$ cat config.mk
export PLATFORM = sky130hd
export DESIGN_NAME = counter_updown_reload_flat
export DESIGN_NICKNAME = d
export VERILOG_FILES = /design/src/rtl/cnt_pkg.sv /design/src/rtl/counter_updown_reload_if.sv /design/src/rtl/counter_next_val.sv /design/src/rtl/counter_updown_reload.sv /design/src/flat_wrapper.sv
export SDC_FILE = /design/constraint.sdc
export NUM_CORES = 1
export LEC_CHECK = 0
export ABC_AREA = 1
export BUFFER_PORTS_ARGS = -buffer_cell sky130_fd_sc_hd__buf_2
export CAP_MARGIN = 20
export CORE_ASPECT_RATIO = 1.2
export CORE_MARGIN = 2
export CORE_UTILIZATION = 45
export DETAILED_ROUTE_END_ITERATION = 12
export PLACE_DENSITY = 0.67
export SYNTH_ARGS = -nofsm -noshare
export SYNTH_HDL_FRONTEND = slang
export SYNTH_SLANG_ARGS = --single-unit
$ cat constraint.sdc
create_clock -name clk -period 3.8 [get_ports clk]
set_input_delay 0.76 -clock clk [delete_from_list [all_inputs] [get_ports clk]]
set_output_delay 0.76 -clock clk [all_outputs]
set_load 0.03 [all_outputs]
$ cat src/rtl/cnt_pkg.sv
// Shared types and constants for the loadable up/down counter.
package cnt_pkg;

   // Behaviour applied when the count sits on its terminal value
   typedef enum logic [1:0] {
      MODE_WRAP    = 2'b00,
      MODE_SAT     = 2'b01,
      MODE_ONESHOT = 2'b10,
      MODE_RELOAD  = 2'b11
   } mode_e;

   localparam logic DIR_DOWN = 1'b0;
   localparam logic DIR_UP   = 1'b1;

endpackage

$ cat src/rtl/counter_updown_reload_if.sv
// Control/status bundle of the up/down counter: the master drives the
// controls and observes the count, the slave is the counter itself.
interface counter_updown_reload_if
   import cnt_pkg::*;
#(
   parameter int WIDTH = 8
);

   logic             en;
   logic             load;
   logic [WIDTH-1:0] load_val;
   logic             dir;
   mode_e            mode;
   logic [WIDTH-1:0] result;
   logic             tc;
   logic             done;

   modport master (
      output en, load, load_val, dir, mode,
      input  result, tc, done
   );

   modport slave (
      input  en, load, load_val, dir, mode,
      output result, tc, done
   );

endinterface

$ cat src/rtl/counter_next_val.sv
// Combinational next-count logic: given the current count, direction,
// mode and reload value, produces the value the count takes on an
// enabled edge and flags whether that edge is a terminal step.
module counter_next_val
   import cnt_pkg::*;
#(
   parameter int WIDTH = 8
) (
   input  logic [WIDTH-1:0] i_result,
   input  logic             i_dir,
   input  mode_e            i_mode,
   input  logic [WIDTH-1:0] i_reloadVal,
   output logic [WIDTH-1:0] o_nextResult,
   output logic             o_terminalStep
);

   localparam logic [WIDTH-1:0] MAX_VAL = '1;

   logic [WIDTH-1:0] w_terminal;
   logic [WIDTH-1:0] w_stepped;

   // Terminal value is the end of the range we are heading towards
   assign w_terminal = (i_dir == DIR_UP) ? MAX_VAL : '0;
   assign w_stepped  = (i_dir == DIR_UP) ? (i_result + WIDTH'(1))
                                         : (i_result - WIDTH'(1));

   // Ordinary step away from the terminal, or mode-specific terminal step
   always_comb begin
      o_nextResult   = w_stepped;
      o_terminalStep = 1'b0;
      if (i_result == w_terminal) begin
         o_terminalStep = 1'b1;
         case (i_mode)
            MODE_WRAP:    o_nextResult = w_stepped;
            MODE_SAT:     o_nextResult = i_result;
            MODE_ONESHOT: o_nextResult = i_result;
            MODE_RELOAD:  o_nextResult = i_reloadVal;
            default:      o_nextResult = i_result;
         endcase
      end
   end

endmodule

$ cat src/rtl/counter_updown_reload.sv
// Loadable up/down counter with wrap, saturate, one-shot and auto-reload
// terminal behaviour, a registered terminal-count pulse and a done flag.
module counter_updown_reload
   import cnt_pkg::*;
#(
   parameter int WIDTH     = 8,
   parameter int RESET_VAL = 7
) (
   input logic                     clk,
   input logic                     reset,
   counter_updown_reload_if.slave  bus
);

   localparam logic [WIDTH-1:0] RESET_VEC = RESET_VAL[WIDTH-1:0];

   logic [WIDTH-1:0] r_result;
   logic [WIDTH-1:0] r_reloadReg;
   logic             r_tc;
   logic             r_done;

   logic [WIDTH-1:0] w_nextResult;
   logic             w_terminalStep;
   logic             w_step;

   counter_next_val #(
      .WIDTH (WIDTH)
   ) u_nextVal (
      .i_result       (r_result),
      .i_dir          (bus.dir),
      .i_mode         (bus.mode),
      .i_reloadVal    (r_reloadReg),
      .o_nextResult   (w_nextResult),
      .o_terminalStep (w_terminalStep)
   );

   // A count step happens only when enabled, not loading and not expired
   assign w_step = bus.en && !bus.load && !r_done;

   // Count and reload registers: load wins over counting, otherwise hold
   always_ff @(posedge clk or negedge reset) begin
      if (!reset) begin
         r_result    <= RESET_VEC;
         r_reloadReg <= RESET_VEC;
      end else if (bus.load) begin
         r_result    <= bus.load_val;
         r_reloadReg <= bus.load_val;
      end else if (w_step) begin
         r_result    <= w_nextResult;
      end
   end

   // Terminal pulse for one cycle after a terminal step; done latches on
   // a one-shot expiry and is only cleared by load or reset
   always_ff @(posedge clk or negedge reset) begin
      if (!reset) begin
         r_tc   <= 1'b0;
         r_done <= 1'b0;
      end else if (bus.load) begin
         r_tc   <= 1'b0;
         r_done <= 1'b0;
      end else begin
         r_tc <= w_step && w_terminalStep;
         if (w_step && w_terminalStep && (bus.mode == MODE_ONESHOT)) begin
            r_done <= 1'b1;
         end
      end
   end

   assign bus.result = r_result;
   assign bus.tc     = r_tc;
   assign bus.done   = r_done;

endmodule

$ cat src/flat_wrapper.sv
// flat-port wrapper written by rule: the top's interface ports become plain ports
module counter_updown_reload_flat import cnt_pkg::*;
#(
   parameter int WIDTH     = 8,
   parameter int RESET_VAL = 7
)
  (clk, reset, bus_en, bus_load, bus_load_val, bus_dir, bus_mode, bus_result, bus_tc, bus_done);
  counter_updown_reload_if #(.WIDTH(WIDTH)) bus_i ();
  input logic clk;
  input logic reset;
  input wire logic [$bits(bus_i.en)-1:0] bus_en;
  input wire logic [$bits(bus_i.load)-1:0] bus_load;
  input wire logic [$bits(bus_i.load_val)-1:0] bus_load_val;
  input wire logic [$bits(bus_i.dir)-1:0] bus_dir;
  input wire logic [$bits(bus_i.mode)-1:0] bus_mode;
  output wire logic [$bits(bus_i.result)-1:0] bus_result;
  output wire logic [$bits(bus_i.tc)-1:0] bus_tc;
  output wire logic [$bits(bus_i.done)-1:0] bus_done;
  assign bus_i.en = bus_en;
  assign bus_i.load = bus_load;
  assign bus_i.load_val = bus_load_val;
  assign bus_i.dir = bus_dir;
  assign bus_i.mode = bus_mode;
  assign bus_result = bus_i.result;
  assign bus_tc = bus_i.tc;
  assign bus_done = bus_i.done;
  counter_updown_reload #(.WIDTH(WIDTH), .RESET_VAL(RESET_VAL)) u_core (.clk(clk), .reset(reset), .bus(bus_i));
endmodule
-- Word level (Yosys, flattened, before mapping)
Index checks and enable logic that the tools add are counted.
- output and inout bits: 10
- word-level logic and storage cells: 32
- bits of input ports: 15
- register bits after elaboration: 18
- reductions and logical operators: 11
- add/sub/neg operators: 2
- muxes and demuxes: 10
- equal/unequal tests: 5
- operators with widths (operator ; count):
    $mux 8 ; 5
    $pmux 8 s2 ; 1
    $add 8x1->8 const B ; 1
    $eq 8x8->1 ; 1
    $sub 8x1->8 const B ; 1
    $eq 2x2->1 const B ; 2
    $logic_and 1x1->1 ; 4
    $mux 1 ; 4
    $reduce_bool 2->1 ; 2
    $ne 3x3->1 const B ; 1
    $eq 2x1->1 const B ; 1
    $logic_not 1->1 ; 2
    $logic_not 2->1 ; 1
    $reduce_and 2->1 ; 1
    $reduce_or 2->1 ; 1

-- Depth between registers and ports, before layout
- depth in word-level cells: 7
- mapped depth: 13
- depth with buffers taken out: 12

-- By module
Synthesis repeated with hierarchy kept, for this count alone.
- cells, all modules: 215
- area, all modules: 1468.9 um2
- modules (own cells, without submodules) (module ; sequential area each (um2) ; instances ; cells each ; area each (um2)):
    counter_updown_reload ; 457.9 ; 1 ; 99 ; 794.5
    counter_next_val ; 0.0 ; 1 ; 116 ; 674.4

-- Worst setup path before layout
Ideal clock, no wire load.
- path kind: input to register
- from: input bus_dir
- to: register u_core.r_result[7], in the netlist u_core.bus.result[7]
- stages on the path: 12
- required time: 3679 ps
- path buffers: 1
- setup time: 121 ps
- arrival time: 1971 ps
- slack: 1708 ps
- cells stage by stage: inv_2 ha_1 buf_2 nand2_1 inv_1 nand2_1 nor2_2 nand2_2 o22ai_4 inv_4 nand3_1 nand2_1
- cells in the longest elaborated chain, start to end: 5
- elaborated cells between the ends (all ways): 9
- those cells by class: eq/ne: 2; mux: 6; reduce/logical: 1
- ends and longest elaborated chain (item ; RTL line ; RTL):
    start: declaration ; flat_wrapper.sv:14 ; input wire logic [$bits(bus_i.dir)-1:0] bus_dir;
    $mux 8, on equally long branches ; counter_next_val.sv:23, counter_next_val.sv:24 ;
    $eq 8x8->1 / $pmux 8 s2 (equally long branches) ; counter_next_val.sv:31, counter_next_val.sv:33 ;
    $mux 8 ; counter_next_val.sv:31 ; if (i_result == w_terminal) begin
    $mux 8 ; counter_updown_reload.sv:47 ; end else if (w_step) begin
    $mux 8 ; counter_updown_reload.sv:44 ; end else if (bus.load) begin
    end signal: assignment ; counter_updown_reload.sv:45 ; r_result <= bus.load_val;
    end signal: assignment ; counter_updown_reload.sv:48 ; r_result <= w_nextResult;
    end: declaration ; counter_updown_reload.sv:16 ; logic [WIDTH-1:0] r_result;
Several ways; a longest one is shown, not always the timed one. The select of a mux whose other input is x is not followed.
A chain may end at the register's enable or synchronous reset.

-- Worst setup path in the final report
Ends and elaborated chain as after synthesis.

==> results.toml <==
[hold_path]
worstHoldPathType = "input pin to asynchronous set/reset pin"

[power]
clkPwrFrac_pct = 18.0
swShare_pct = 41.1
power_uw = 652
leakagePower_nw = 0.834
intPower_uw = 384
p_switching_uw = 268
p_seq_share_pct = 37.7
p_per_area_mw_per_mm2 = 436
ir_drop_mv = 0.243
combPwrFrac_pct = 44.3

[setup_path]
critPathRequiredTime_ns = 3.99
end_kind = "flip-flop"
r2r_setup_slack_ns = 1.96
worstReg2RegEnd = "u_core.bus.result[7]$_DFFE_PN0P_"
critPathSlowestCell = "ha_1"
setup.worst_path.start_class = "input pin"
r2r_start = "u_core.bus.result[3]$_DFFE_PN0P_"
crit_arrival_ns = 2.33
reg2reg_depth = 10
cpMostUsedCell = "nand2_1"
crit_path_max_fanout = 11
path_class = "input pin to flip-flop"
critical-path-top-delay-family = "simple AND/OR/NAND/NOR gates"
cp_num_buf_inv = 4
path_cells = "buf_2 -> inv_2 -> ha_1 -> nand2_1 -> inv_1 -> nand2_1 -> nor2_2 -> nand2_2 -> o22ai_4 -> inv_4 -> nand3_1 -> nand2_1"
critPathMaxStageDelay_ns = 0.42

[routing]
routed_wirelength_um = 2890
vias = 1265
drc_errors = 0
routedWlPerCell_um = 11.8
drtAntennaViolNets = 0
via_per_inst = 5.16
drt_iter0_drc = 32
dr.pass1.iters = 4

[floorplan]
initial_utilization_pct = 47.4
rows = 21
design.core.area_mm2 = 0.00281
die_x_um = 53.7
dieArea_mm2 = 0.00341
die_h_um = 63.6
ios = 25

[sta]
clock.fmax_mhz = 467
setup_violations = 0
rsz0062_at_grt = "false"
min_period_ns = 2.14
fin_skew_ns = 0.00677
relSlewSlack_pct = 72.0
final.period_utilization_pct = 56.3
finalMaxSlewViolations = 0
hold_ws_ns = 0.376
finalHoldViolCount = 0
worst_pin_slew_ns = 0.420
setup_tns_ns = 0

[clock_network]
cts_max_path_buffers = 2
hold_buffers = 0
clkLatencyLatePin_ns = 0.29
post_cts_buffers = 0
numCtsBuffers = 3
h-tree-depth = 1
ctsRootBufferMaster = "clkbuf_4"
clkSinkCount = 18
path_clk_slew_ns = 0.11
cts_resized = 0
cts_tree = "done"

[global_routing]
antenna_found_initial = 0
grt_pass1_wl_um = 5110
grt_pass1_vias = 1206
grt_start_max_net_pins = 28
grt.total_usage_pct = 19.4
grt_overflow = 0

[run_status]
status = "finished clean"

[synth]
synth_seq_cells = 18
synthCells = 187
syn-num-nets = 211
syn_area_per_cell_um2 = 7.13
ys_warn_count = 0
seq_area_frac_synth_pct = 34.4
mappedNetlistArea_mm2 = 0.00133
post_synth_num_cell_types = 26

[job]
cap_viol_max_count = 0

[cells_and_area]
nNetsFinal = 236
drive_above_1_share_pct = 21.3
final-instance-count-excl-fill = 245
layout_common_cells = "nand2_1, inv_1, buf_2"
area_growth_pct = 12.2
final_common_cell = "nand2_1"
antennaDiodeCount = 0

[placed_design]
place_congestion = 0.781
io_buffers = 24
hpwl_um = 2330
dpl.cell_count = 241
## how the worst max path moves through the flow
stage | startpoint | slack (ns) | end | depth (start not counted)
after global routing | bus_dir | 1.48 | u_core.bus.result[7]$_DFFE_PN0P_ | 12
after detailed placement | bus_dir | 1.35 | u_core.bus.result[7]$_DFFE_PN0P_ | 12
after CTS | bus_dir | 1.67 | u_core.bus.result[7]$_DFFE_PN0P_ | 12
final | bus_dir | 1.66 | u_core.bus.result[7]$_DFFE_PN0P_ | 12
after floorplan | bus_dir | 1.71 | u_core.bus.result[7]$_DFFE_PN0P_ | 12
after global placement | bus_dir | 1.44 | u_core.bus.result[4]$_DFFE_PN0P_ | 13
## kinds of logic (layout without fill, tap and decap cells)
| logic type | Yosys count | count (layout) | share of synthesized area (%) |
|---|---|---|---|
| flops | 18 | 18 | 34.4 |
| xor+xnor | 1 | 1 | 0.657 |
| compound gates | 26 | 26 | 12.2 |
| fa+ha+maj | 9 | 9 | 9.01 |
| buf+inv | 30 | 54 | 10.2 |
| simple gates | 103 | 103 | 33.5 |
## per-stage QoR
step                setup WS (ns)  cell area, µm²  util [%]
floorplan                    1.71            1330         -
CTS                          1.67            1500      53.2
detailed placement           1.35            1460      51.9
finish                       1.66            1500      53.2
global route                 1.48            1500      53.2
global placement             1.44            1460      51.9
## cell type report
class	count	area, µm²
flip-flops and latches	18	458
fillers	292	1320
clock buffers	4	36.3
multi-input cells	139	738
inverters	26	100
repair buffers	24	120
well taps	34	42.5
## cells in the mapped netlist
| cell type | instances | area (µm²) |
|---|---|---|
| nand2_1 | 63 | 236 |
| inv_1 | 24 | 90.1 |
| nand3_1 | 21 | 105 |
| dfrtp_1 | 12 | 300 |
| a21oi_1 | 10 | 50.1 |
| ha_1 | 8 | 100 |
| o21ai_0 | 8 | 40.0 |
| nor2_1 | 7 | 26.3 |
| a21boi_0 | 6 | 45.0 |
| dfstp_2 | 6 | 158 |
| nor2_2 | 3 | 18.8 |
| clkbuf_8 | 2 | 27.5 |
| nand2_2 | 2 | 12.5 |
| nand4_1 | 2 | 12.5 |
| or2_2 | 2 | 12.5 |
| a21o_1 | 1 | 7.51 |
| buf_2 | 1 | 5.00 |
| clkbuf_1 | 1 | 3.75 |
| fa_1 | 1 | 20.0 |
| inv_2 | 1 | 3.75 |
| inv_4 | 1 | 6.26 |
| nor2_4 | 1 | 11.3 |
| nor3_1 | 1 | 5.00 |
| nor4_1 | 1 | 6.26 |
| o22ai_4 | 1 | 20.0 |
| xnor2_1 | 1 | 8.76 |
## power by group through the flow
| stage | clock network [mW] | registers [mW] | logic [mW] |
|---|---|---|---|
| final | 0.117 | 0.246 | 0.289 |
| after global routing | 0.129 | 0.250 | 0.327 |
| after CTS | 0.122 | 0.246 | 0.288 |
| after detailed placement | 0 | 0.250 | 0.287 |
| after global placement | 0 | 0.250 | 0.282 |
| after floorplan | 0 | 0.279 | 0.186 |
## state kept, by name, indices dropped and copies added, names as in the netlist
signal / flops
u_core.r_reloadReg: 8
u_core.bus.done: 1
u_core.bus.result: 8
u_core.bus.tc: 1
## routing by layer
metal  global-route usage [%]  vias up  share of wire, %
li1                         -      644                 -
met1                     27.0      587                46
met2                     31.6       30                49
met3                     1.90        4               3.6
met4                     4.49        0              0.69
met5                        0        -                 0
(Power assumes the default switching activity.)
